--- config.mk ---
export PLATFORM = sky130hd
export DESIGN_NAME = pipe_ctrl
export DESIGN_NICKNAME = d
export VERILOG_FILES = /design/src/rtl/pipe_ctrl.sv
export SDC_FILE = /design/constraint.sdc
export NUM_CORES = 1
export LEC_CHECK = 0
export BUFFER_PORTS_ARGS = -buffer_cell sky130_fd_sc_hd__buf_2
export CORE_MARGIN = 5
export CORE_UTILIZATION = 55
export CTS_CLUSTER_SIZE = 12
export DETAILED_ROUTE_END_ITERATION = 7
export GPL_ROUTABILITY_DRIVEN = 0
export PLACE_DENSITY_LB_ADDON = 0.3
export SETUP_SLACK_MARGIN = 0.4
export SKIP_CTS_REPAIR_TIMING = 1
export SLEW_MARGIN = 20
export SYNTH_ARGS = -nofsm -noshare
export SYNTH_HDL_FRONTEND = slang
export SYNTH_SLANG_ARGS = --single-unit
--- constraint.sdc ---
create_clock -name clk -period 4.6 [get_ports clk]
set_clock_uncertainty 0.05 [all_clocks]
set_input_delay 0.92 -clock clk [delete_from_list [all_inputs] [get_ports clk]]
set_output_delay 0.92 -clock clk [all_outputs]
set_load 0.005 [all_outputs]
--- src/rtl/pipe_ctrl.sv ---
// Sequencing controller for a 3-stage IF/ID/EX pipeline.
// Drives the PC and pipeline-bank enables and flushes, and tracks per-stage valid bits.
module pipe_ctrl #(
  parameter int STALL_CW    = 8,
  parameter int MEM_TIMEOUT = 16
) (
  input  logic                clk,
  input  logic                res_n,
  input  logic                start,
  input  logic                mem_wait,
  input  logic                hazard,
  input  logic                branch_taken,
  input  logic                halt_req,
  output logic                pc_en,
  output logic                if_id_en,
  output logic                id_ex_en,
  output logic                if_id_flush,
  output logic                id_ex_flush,
  output logic                v_id,
  output logic                v_ex,
  output logic                busy,
  output logic                halted,
  output logic                err,
  output logic [STALL_CW-1:0] stall_cnt
);

  localparam logic [1:0] S_IDLE   = 2'd0;
  localparam logic [1:0] S_RUN    = 2'd1;
  localparam logic [1:0] S_HALTED = 2'd2;
  localparam logic [1:0] S_ERROR  = 2'd3;

  localparam logic [7:0] WAIT_LAST = 8'(MEM_TIMEOUT - 1);

  logic [1:0] state;
  logic [7:0] wait_cnt;
  logic       run;
  logic       do_halt;
  logic       do_branch;
  logic       do_bubble;
  logic       do_wait;
  logic       do_adv;
  logic       timeout;

  // One-hot rule selection; earlier rules mask later ones.
  always_comb begin
    run       = (state == S_RUN);
    do_halt   = run & halt_req & v_ex;
    do_branch = run & ~do_halt & branch_taken & v_ex;
    do_bubble = run & ~do_halt & ~do_branch & hazard & v_id;
    do_wait   = run & ~do_halt & ~do_branch & ~do_bubble & mem_wait;
    do_adv    = run & ~do_halt & ~do_branch & ~do_bubble & ~mem_wait;
    timeout   = do_wait & (wait_cnt == WAIT_LAST);

    pc_en       = do_branch | do_adv;
    if_id_en    = do_branch | do_wait | do_adv;
    id_ex_en    = do_branch | do_bubble | do_wait | do_adv;
    if_id_flush = do_halt | do_branch | do_wait;
    id_ex_flush = do_halt | do_branch | do_bubble;

    busy   = run;
    halted = (state == S_HALTED);
    err    = (state == S_ERROR);
  end

  always_ff @(posedge clk or negedge res_n) begin
    if (!res_n) begin
      state     <= S_IDLE;
      v_id      <= 1'b0;
      v_ex      <= 1'b0;
      stall_cnt <= '0;
      wait_cnt  <= '0;
    end else begin
      case (state)
        S_IDLE, S_HALTED: begin
          if (start) begin
            state     <= S_RUN;
            v_id      <= 1'b0;
            v_ex      <= 1'b0;
            stall_cnt <= '0;
            wait_cnt  <= '0;
          end
        end
        S_RUN: begin
          if (!pc_en && (stall_cnt != '1)) stall_cnt <= stall_cnt + 1'b1;
          if (do_wait) wait_cnt <= wait_cnt + 8'd1;
          else         wait_cnt <= '0;

          if (do_halt) begin
            state <= S_HALTED;
            v_id  <= 1'b0;
            v_ex  <= 1'b0;
          end else if (do_branch) begin
            v_id <= 1'b0;
            v_ex <= 1'b0;
          end else if (do_bubble) begin
            v_ex <= 1'b0;
          end else if (do_wait) begin
            // The timeout edge drops everything in flight instead of advancing it.
            if (timeout) begin
              state <= S_ERROR;
              v_id  <= 1'b0;
              v_ex  <= 1'b0;
            end else begin
              v_ex <= v_id;
              v_id <= 1'b0;
            end
          end else begin
            v_ex <= v_id;
            v_id <= 1'b1;
          end
        end
        default: begin
          state <= S_ERROR;
        end
      endcase
    end
  end

endmodule
==> results of run 1 <==
flip-flops by register name, summed over array words and instances (netlist names):
signal / flops
v_id: 1
v_ex: 1
wait_cnt: 8
stall_cnt: 8
state: 2
power groups by stage:
stage | Sequential (uW) | Clock, uW | Combinational, uW
2_1_floorplan | 262 | 0 | 199
3_3_place_gp | 281 | 0 | 252
3_5_place_dp | 286 | 0 | 260
4_1_cts | 282 | 106 | 261
5_1_grt | 292 | 115 | 292
6_report | 282 | 106 | 260
cells by family after synthesis:
group           count (synthesis)  share of synthesized area
flops                          20                      0.391
buf+inv                        14                     0.0704
fa+ha+maj                       2                     0.0195
mux                             3                     0.0244
simple gates                   60                      0.246
xor+xnor                        2                     0.0137
compound gates                 41                      0.235
layout by cell type (no fill, tap or decap), types with 2 or more instances in the layout:
master    count
or4_1         4
nand2_1      16
xor2_1        2
a21o_1        4
o211ai_1      3
nor2_1        9
a21oi_1       8
mux2i_1       2
nand2b_1      2
nand3_1       8
a31oi_1       9
nor3_1        5
buf_2        24
clkbuf_4      3
nand4_1       2
and3_1        4
nor4_1        3
a22o_1        5
ha_1          2
dfrtp_1      20
o21ai_0       3
inv_1         7
area by class of cell:
class                      count  area share
tap                           28      0.0247
timing repair buffer          24      0.0847
multi-input combinational    108       0.486
inverter                       9      0.0256
clock buffer                   4      0.0256
sequential                    20       0.353
critical path, stage by stage:
cell     delay [ns]
buf_2          0.13
a21o_1         0.17
a221o_4        0.44
inv_4          0.12
buf_2          0.13
final timing paths:
kind | from | to | slack (ns) | cells past startpoint
worst max-delay path | hazard | pc_en | 1.72 | 5
max in group asynchronous | res_n | wait_cnt[3] | 3.71 | 1
min in group clk | wait_cnt[3] | wait_cnt[3] | 0.48 | 1
worst min-delay path | res_n | stall_cnt[4] | 0.48 | 1
worst max register to register | state[0] | wait_cnt[4] | 2.49 | 5
worst min register to register | wait_cnt[3] | wait_cnt[3] | 0.48 | 1
metrics by stage:
step	worst slack (ns)	power, uW
floorplan	1.97	461
global placement	1.75	533
detailed placement	1.73	546
CTS	1.73	649
global route	1.62	700
finish	1.72	647
layer usage:
layer,part of all wire,track usage,up-vias,wire [um]
met5,0,0,-,0
met4,0.012,0.0563,0,34
met3,0.069,0.0290,6,198
met2,0.46,0.274,57,1310
met1,0.46,0.254,549,1310
li1,-,-,583,-
==> results.toml, run 1 <==
[layout]
syn2layout_area_growth_pct = 10.8
fin_area_mm2 = 0.00142
antenna_cells = 0
drive_above_1_share = 0.224
num-fill-cells = 186
multi_input_area_um2 = 689
fin_util = 0.641
area.sequential_um2 = 500
final_cells = 193
final_net_count = 175

[yosys]
ys_seq_area_frac = 0.391
synth_common_cells = "dfrtp_1 (20), nand2_1 (16), a31oi_1 (9), nor2_1 (9)"
synth.cell_area_mm2 = 0.00128
synthTopCellsByArea = "dfrtp_1 (39%), nand2_1 (4.7%), a31oi_1 (4.4%)"
ys_ff_latch = 20
syn_area_per_cell_um2 = 9.01
ys_warn_count = 0
synth.most_common_cell = "dfrtp_1"
synth_cell_types = 42
synth_edf_count = 0
synth.top_cell.area_share = 0.391
synth_nets = 151
ys.flop_type = "dfrtp_1"
syn_inst = 142
async_flop_share = 1.00
yosysTopAreaCell = "dfrtp_1"

[drt]
wl_per_cell_um = 14.8
vias = 1195
vias_per_cell = 6.19
drt_iter0_markers = 35
drc = 0
firstDrtPassIters = 4
ant_nets = 0
totalWireLength_um = 2860

[clock_network]
clk_pin_slew_ns = 0.12
clock_path_buffers = 2
clk_latency_ns = 0.31
cts_tree = "built"
htree_levels = 1
clock-sinks = 20
root_buffer = "clkbuf_4"
cts_inserted_buffers = 3

[worst_setup_path]
worst_setup_path_start_kind = "input pin"
critPathRequiredTime_ns = 3.63
crit_arrival_ns = 1.91
critPathMaxFanout = 11
critPathCaptureType = "primary output"
crit_type = "in -> out"

[place]
post_dp_cell_area_mm2 = 0.00138
portBuffers = 24
place_hpwl_um = 2130
place_inst = 189

[sta]
rsz0062_at_grt = "false"
layout_min_cycle_time_ns = 2.88
hold_slack_ns = 0.479
finalHoldViolations = 0
finalSetupTns_ns = 0
min_period_over_period = 0.626
setup_viol = 0
fmax_ghz = 0.347
tightest_slew_ns = 0.651
maxSlewHeadroom = 0.566
slew_violations = 0

[power]
vdd_drop_max_mv = 0.249
power_density_mw_per_mm2 = 457
seq_power_share = 0.436
p_leak_uw = 0.000708
p_int_uw = 377
p_sw_uw = 270
p_comb_frac = 0.401
power.share.clock = 0.163
switching_share = 0.417

[floorplanning]
die_y_um = 58.2
core_mm2 = 0.00221
core.rowCount = 17
die_x_um = 58.2
io_pins = 25
dieArea_mm2 = 0.00339
start_util = 0.579

[worst_hold_path]
hp-class = "in -> async"

[global_route]
grt-ovfl-total = 0
grt_start_max_net_pins = 23
grt_pass1_vias = 1046
grt_antenna_before_repair = 0
track_usage = 0.178
grt_pass1_wl_um = 4790

[flow_run]
cap_violations = 0

[outcome]
status = "completed"
(Power assumes the default switching activity.)
==> run 2: changes to the inputs <==
--- a/config.mk
+++ b/config.mk
@@ -7,7 +7,7 @@
 export LEC_CHECK = 0
 export BUFFER_PORTS_ARGS = -buffer_cell sky130_fd_sc_hd__buf_2
 export CORE_MARGIN = 5
-export CORE_UTILIZATION = 55
+export CORE_UTILIZATION = 54
 export CTS_CLUSTER_SIZE = 12
 export DETAILED_ROUTE_END_ITERATION = 7
 export GPL_ROUTABILITY_DRIVEN = 0
==> constraint.sdc (replaced) <==
create_clock -name clk -period 2.8 [get_ports clk]
set_clock_uncertainty 0.05 [all_clocks]
set_input_delay 0.56 -clock clk [delete_from_list [all_inputs] [get_ports clk]]
set_output_delay 0.56 -clock clk [all_outputs]
set_load 0.005 [all_outputs]
==> run 2 against run 1 <==
Against the previous run: final area rose by 0.53%; worst setup slack got worse by 1.2 ns; non-clock buffer count rose by 1; count of clock-buffer cells in the layout did not move; critical path depth fell by 1; combinational power rose by 70%; global-route usage rose by 1.4 points.
==> results.toml, run 2 (synthesis gave the netlist of run 1 again) <==
[floorplanning]
io_pins = 25
die_y_um = 58.7
core.rowCount = 17
core_mm2 = 0.00223
start_util = 0.573
dieArea_mm2 = 0.00344
die_x_um = 58.7

[layout]
drive_above_1_share = 0.229
largest_registers = "stall_cnt: 8 flops, wait_cnt: 8 flops, state: 2 flops"
layout_common_cells = "buf_2 (24), dfrtp_1 (20), nand2_1 (16)"
final_net_count = 176
antenna_cells = 0
syn2layout_area_growth_pct = 11.3
fin_area_mm2 = 0.00143
final_cells = 194
fin_util = 0.638
layout_commonest_cell = "buf_2"

[drt]
ant_nets = 0
drt_iter0_markers = 52
firstDrtPassIters = 4
wl_per_cell_um = 15.6
totalWireLength_um = 3030
vias = 1245
drc = 0
vias_per_cell = 6.42

[clock_network]
clk_latency_ns = 0.30
clk_pin_slew_ns = 0.12
htree_levels = 1
cts_tree = "built"
clock_path_buffers = 2
root_buffer = "clkbuf_4"
clock-sinks = 20
cts_inserted_buffers = 3

[global_route]
grt-ovfl-total = 0
grt.busiest_layer = "met2"
grt_pass1_vias = 1145
met1_usage = 0.265
grtUsageMet2 = 0.300
grt_pass1_wl_um = 5130
grt_start_max_net_pins = 22
grt_util_met3 = 0.0351
grt_antenna_before_repair = 0
track_usage = 0.192

[sta]
finalHoldViolations = 0
fmax_ghz = 0.442
min_period_over_period = 0.809
maxSlewHeadroom = 0.648
tightest_slew_ns = 0.515
setup_viol = 0
slew_violations = 0
layout_min_cycle_time_ns = 2.26
finalSetupTns_ns = 0
rsz0062_at_grt = "false"

[power]
switching_share = 0.414
p_sw_uw = 440
power.share.clock = 0.157
p_comb_frac = 0.416
p_int_uw = 623
power_density_mw_per_mm2 = 747
vdd_drop_max_mv = 0.475
p_leak_uw = 0.000712
seq_power_share = 0.427

[place]
portBuffers = 24
post_dp_cell_area_mm2 = 0.00139
place_hpwl_um = 2240
place_inst = 190

[worst_setup_path]
critPathMaxFanout = 11
cpMaxStageDelayCell = "dfrtp_1"
worst_setup_path_start_kind = "register"
max_stage_delay_ns = 0.51
crit_arrival_ns = 1.65
critPathRequiredTime_ns = 2.19
crit_type = "reg -> out"
critPathCaptureType = "primary output"
crit_chain = "nand2b_4, a221o_4, inv_4, buf_2"

[outcome]
status = "completed"

[flow_run]
cap_violations = 0

[worst_hold_path]
hp-class = "in -> async"
[run 2: area by class of cell]
| class | instances | area [um^2] |
|---|---|---|
| clock buffer | 4 | 36.3 |
| fill | 210 | 808 |
| inverter | 9 | 36.3 |
| multi-input combinational | 108 | 689 |
| sequential | 20 | 500 |
| tap | 28 | 35.0 |
| timing repair buffer | 25 | 128 |
[run 2: path summary, 6_finish.rpt]
path                              from           end  slack (ns)  depth (start not counted)
hold reg to reg            wait_cnt[3]   wait_cnt[3]        0.48                          1
max in group asynchronous        res_n   wait_cnt[1]        2.26                          1
setup reg to reg              state[1]   wait_cnt[5]        0.82                          5
hold / removal                   res_n  stall_cnt[0]        0.13                          1
setup / recovery              state[1]         pc_en        0.54                          4
min in group clk              halt_req      state[0]        0.43                          2
[run 2: power groups by stage]
stage	Combinational [uW]	Sequential, uW	Clock (uW)
floorplan	327	430	0
global placement	428	450	0
detailed placement	440	458	0
CTS	443	452	171
global route	500	465	183
finish	443	454	167
[run 2: per-stage QoR]
stage	hold slack (ns)	setup slack, ns	power (uW)
after global routing	0.162	0.416	1150
after detailed placement	0.467	0.635	898
after floorplan	0.214	0.887	757
final	0.132	0.536	1060
after global placement	0.445	0.667	877
after CTS	0.142	0.530	1070
[run 2: critical path: cells and delay by family (launching register included)]
family / cells / cell delay (ns)
compound gates: 1 / 0.38
buf+inv: 2 / 0.25
flops: 1 / 0.51
simple gates: 1 / 0.21
[run 2: metal layers]
metal,up-vias,routed length (um),part of all wire
li1,584,-,-
met1,589,1290,0.43
met2,68,1410,0.47
met3,4,294,0.097
met4,0,27,0.0089
met5,-,0,0
==> run 3: changes to the inputs <==
--- a/config.mk
+++ b/config.mk
@@ -7,7 +7,7 @@
 export LEC_CHECK = 0
 export BUFFER_PORTS_ARGS = -buffer_cell sky130_fd_sc_hd__buf_2
 export CORE_MARGIN = 5
-export CORE_UTILIZATION = 54
+export CORE_UTILIZATION = 49
 export CTS_CLUSTER_SIZE = 12
 export DETAILED_ROUTE_END_ITERATION = 7
 export GPL_ROUTABILITY_DRIVEN = 0
==> constraint.sdc (replaced) <==
create_clock -name clk -period 2 [get_ports clk]
set_clock_uncertainty 0.05 [all_clocks]
set_input_delay 0.4 -clock clk [delete_from_list [all_inputs] [get_ports clk]]
set_output_delay 0.4 -clock clk [all_outputs]
set_load 0.005 [all_outputs]
==> run 3 against run 2 <==
Against the previous run: the run now ends with hold timing, setup timing left; first-iteration DRC count grew to 3.3 times the previous value; sequential cell count stayed put; non-clock buffer count increased by 30; cell count increased by 17%; critical path depth did not move; die area grew 8.4%; sequential power is 46% higher; combinational power rose to 2.8 times the previous value; count of clock-buffer cells in the layout unchanged; total power up 100%; hold slack worse by 0.18 ns; critical endpoint unchanged; largest power group is now combinational logic.
==> results.toml, run 3 (synthesis gave the netlist of run 1 again) <==
[outcome]
status = "finished, violations left"
violations = "hold timing, setup timing"

[layout]
final_cells = 227
num-fill-cells = 143
layout_common_cells = "buf_2 (22), buf_4 (18), nand2_1 (15)"
drive_above_1_share = 0.513
largest_registers = "stall_cnt: 8 flops, wait_cnt: 8 flops, state: 2 flops"
antenna_cells = 0
syn2layout_area_growth_pct = 50.8
final_net_count = 207
layout_commonest_cell = "buf_2"

[worst_setup_path]
cpMaxStageDelayCell = "a221o_4"
critPathRequiredTime_ns = 1.55
crit_family = "compound AO/OA/AOI/OAI gates"
crit_arrival_ns = 1.55
worst-path-buf-inv = 2
crit_type = "reg -> out"
max_stage_delay_ns = 0.45
critPathMaxFanout = 4
crit_chain = "a21o_1, a221o_4, inv_8, buf_6"
critPathCaptureType = "primary output"
worst_setup_path_start_kind = "register"

[clock_network]
clock-sinks = 20
cts_inserted_buffers = 3
cts_tree = "built"
htree_levels = 1
clk_pin_slew_ns = 0.14
clk_latency_ns = 0.32
root_buffer = "clkbuf_4"
clock_path_buffers = 2

[drt]
drt_iter0_markers = 169
firstDrtPassIters = 5
vias_per_cell = 6.57
drc = 0
wl_per_cell_um = 19.7
vias = 1491
totalWireLength_um = 4470
ant_nets = 0

[place]
place_inst = 193
portBuffers = 24
place_hpwl_um = 2210

[floorplanning]
io_pins = 25
core.rowCount = 18
start_util = 0.517
core_mm2 = 0.00248
die_x_um = 61.1
die_y_um = 61.1
dieArea_mm2 = 0.00373

[sta]
setup_viol = 1
slew_violations = 0
fmax_ghz = 0.500
finalHoldViolations = 20
tightest_slew_ns = 0.458
maxSlewHeadroom = 0.695
finalSetupTns_ns = -0.000748
rsz0062_at_grt = "true"
hold_slack_ns = -0.0452
min_period_over_period = 1.00
layout_min_cycle_time_ns = 2.00
layout_setup_ws_ns = -0.000748

[global_route]
grt_antenna_before_repair = 0
grt_pass1_wl_um = 4940
track_usage = 0.178
grt_start_max_net_pins = 22
grt-ovfl-total = 0
grt_pass1_vias = 1055

[power]
power_density_mw_per_mm2 = 1120
vdd_drop_max_mv = 0.843
p_leak_uw = 0.000886

[flow_run]
cap_violations = 0

[worst_hold_path]
hp-class = "in -> async"
-- run 3: cell count changes in the layout (fill, tap and decap cells not counted), moves of 3 or more --
| cell | previous run | this run |
|---|---|---|
| nand3_2 | 0 | 3 |
| buf_4 | 1 | 18 |
| a21oi_2 | 1 | 4 |
| a21oi_1 | 8 | 4 |
| inv_1 | 7 | 4 |
| buf_6 | 0 | 13 |
| dfrtp_1 | 20 | 13 |
| nand3_1 | 8 | 5 |
| nor2_1 | 9 | 5 |
| dfrtp_2 | 0 | 7 |
| nor2_4 | 0 | 4 |
-- run 3: stage by stage --
| step | utilization | cell area (um^2) | hold WS [ns] | worst slack [ns] | total power, uW |
|---|---|---|---|---|---|
| 2_1_floorplan | - | 1290 | 0.0544 | 0.381 | 1070 |
| 3_3_place_gp | 0.568 | 1410 | 0.325 | 0.190 | 1250 |
| 3_5_place_dp | 0.568 | 1410 | 0.324 | 0.128 | 1270 |
| 4_1_cts | 0.582 | 1440 | -0.0182 | -0.116 | 1510 |
| 5_1_grt | 0.779 | 1930 | -0.0131 | -0.0447 | 2270 |
| 6_report | 0.779 | 1930 | -0.0452 | -0.000748 | 2170 |
-- run 3: worst paths after layout --
path	startpoint	endpoint	slack, ns	cells past startpoint
setup / recovery	v_id	pc_en	-0.0007	4
hold / removal	res_n	state[1]	-0.05	1
setup reg to reg	state[1]	wait_cnt[5]	0.12	7
hold reg to reg	wait_cnt[2]	wait_cnt[2]	0.52	1
max in group asynchronous	res_n	stall_cnt[2]	1.58	1
min in group clk	halt_req	state[0]	0.30	2
-- run 3: layer usage --
layer  part of all wire  global-route usage  vias to the layer above
met5                  0                   0                        -
met2               0.46               0.260                      102
met1               0.42               0.259                      720
met3              0.090              0.0335                       22
met4              0.030              0.0743                        0
li1                   -                   -                      647
-- run 3: cell type report --
type | instances | area [um^2] | share of cell area
clock buffer | 4 | 36.3 | 0.0188
inverter | 9 | 56.3 | 0.0292
tap | 30 | 37.5 | 0.0194
multi-input combinational | 109 | 860 | 0.445
sequential | 20 | 509 | 0.264
timing repair buffer | 55 | 432 | 0.224
-- run 3: power by group --
group | leakage, uW | internal (uW) | switching (uW)
Sequential | 0.000250 | 502 | 162
Combinational | 0.000615 | 655 | 598
Clock | 0.0000210 | 111 | 139
Total | 0.000886 | 1270 | 899
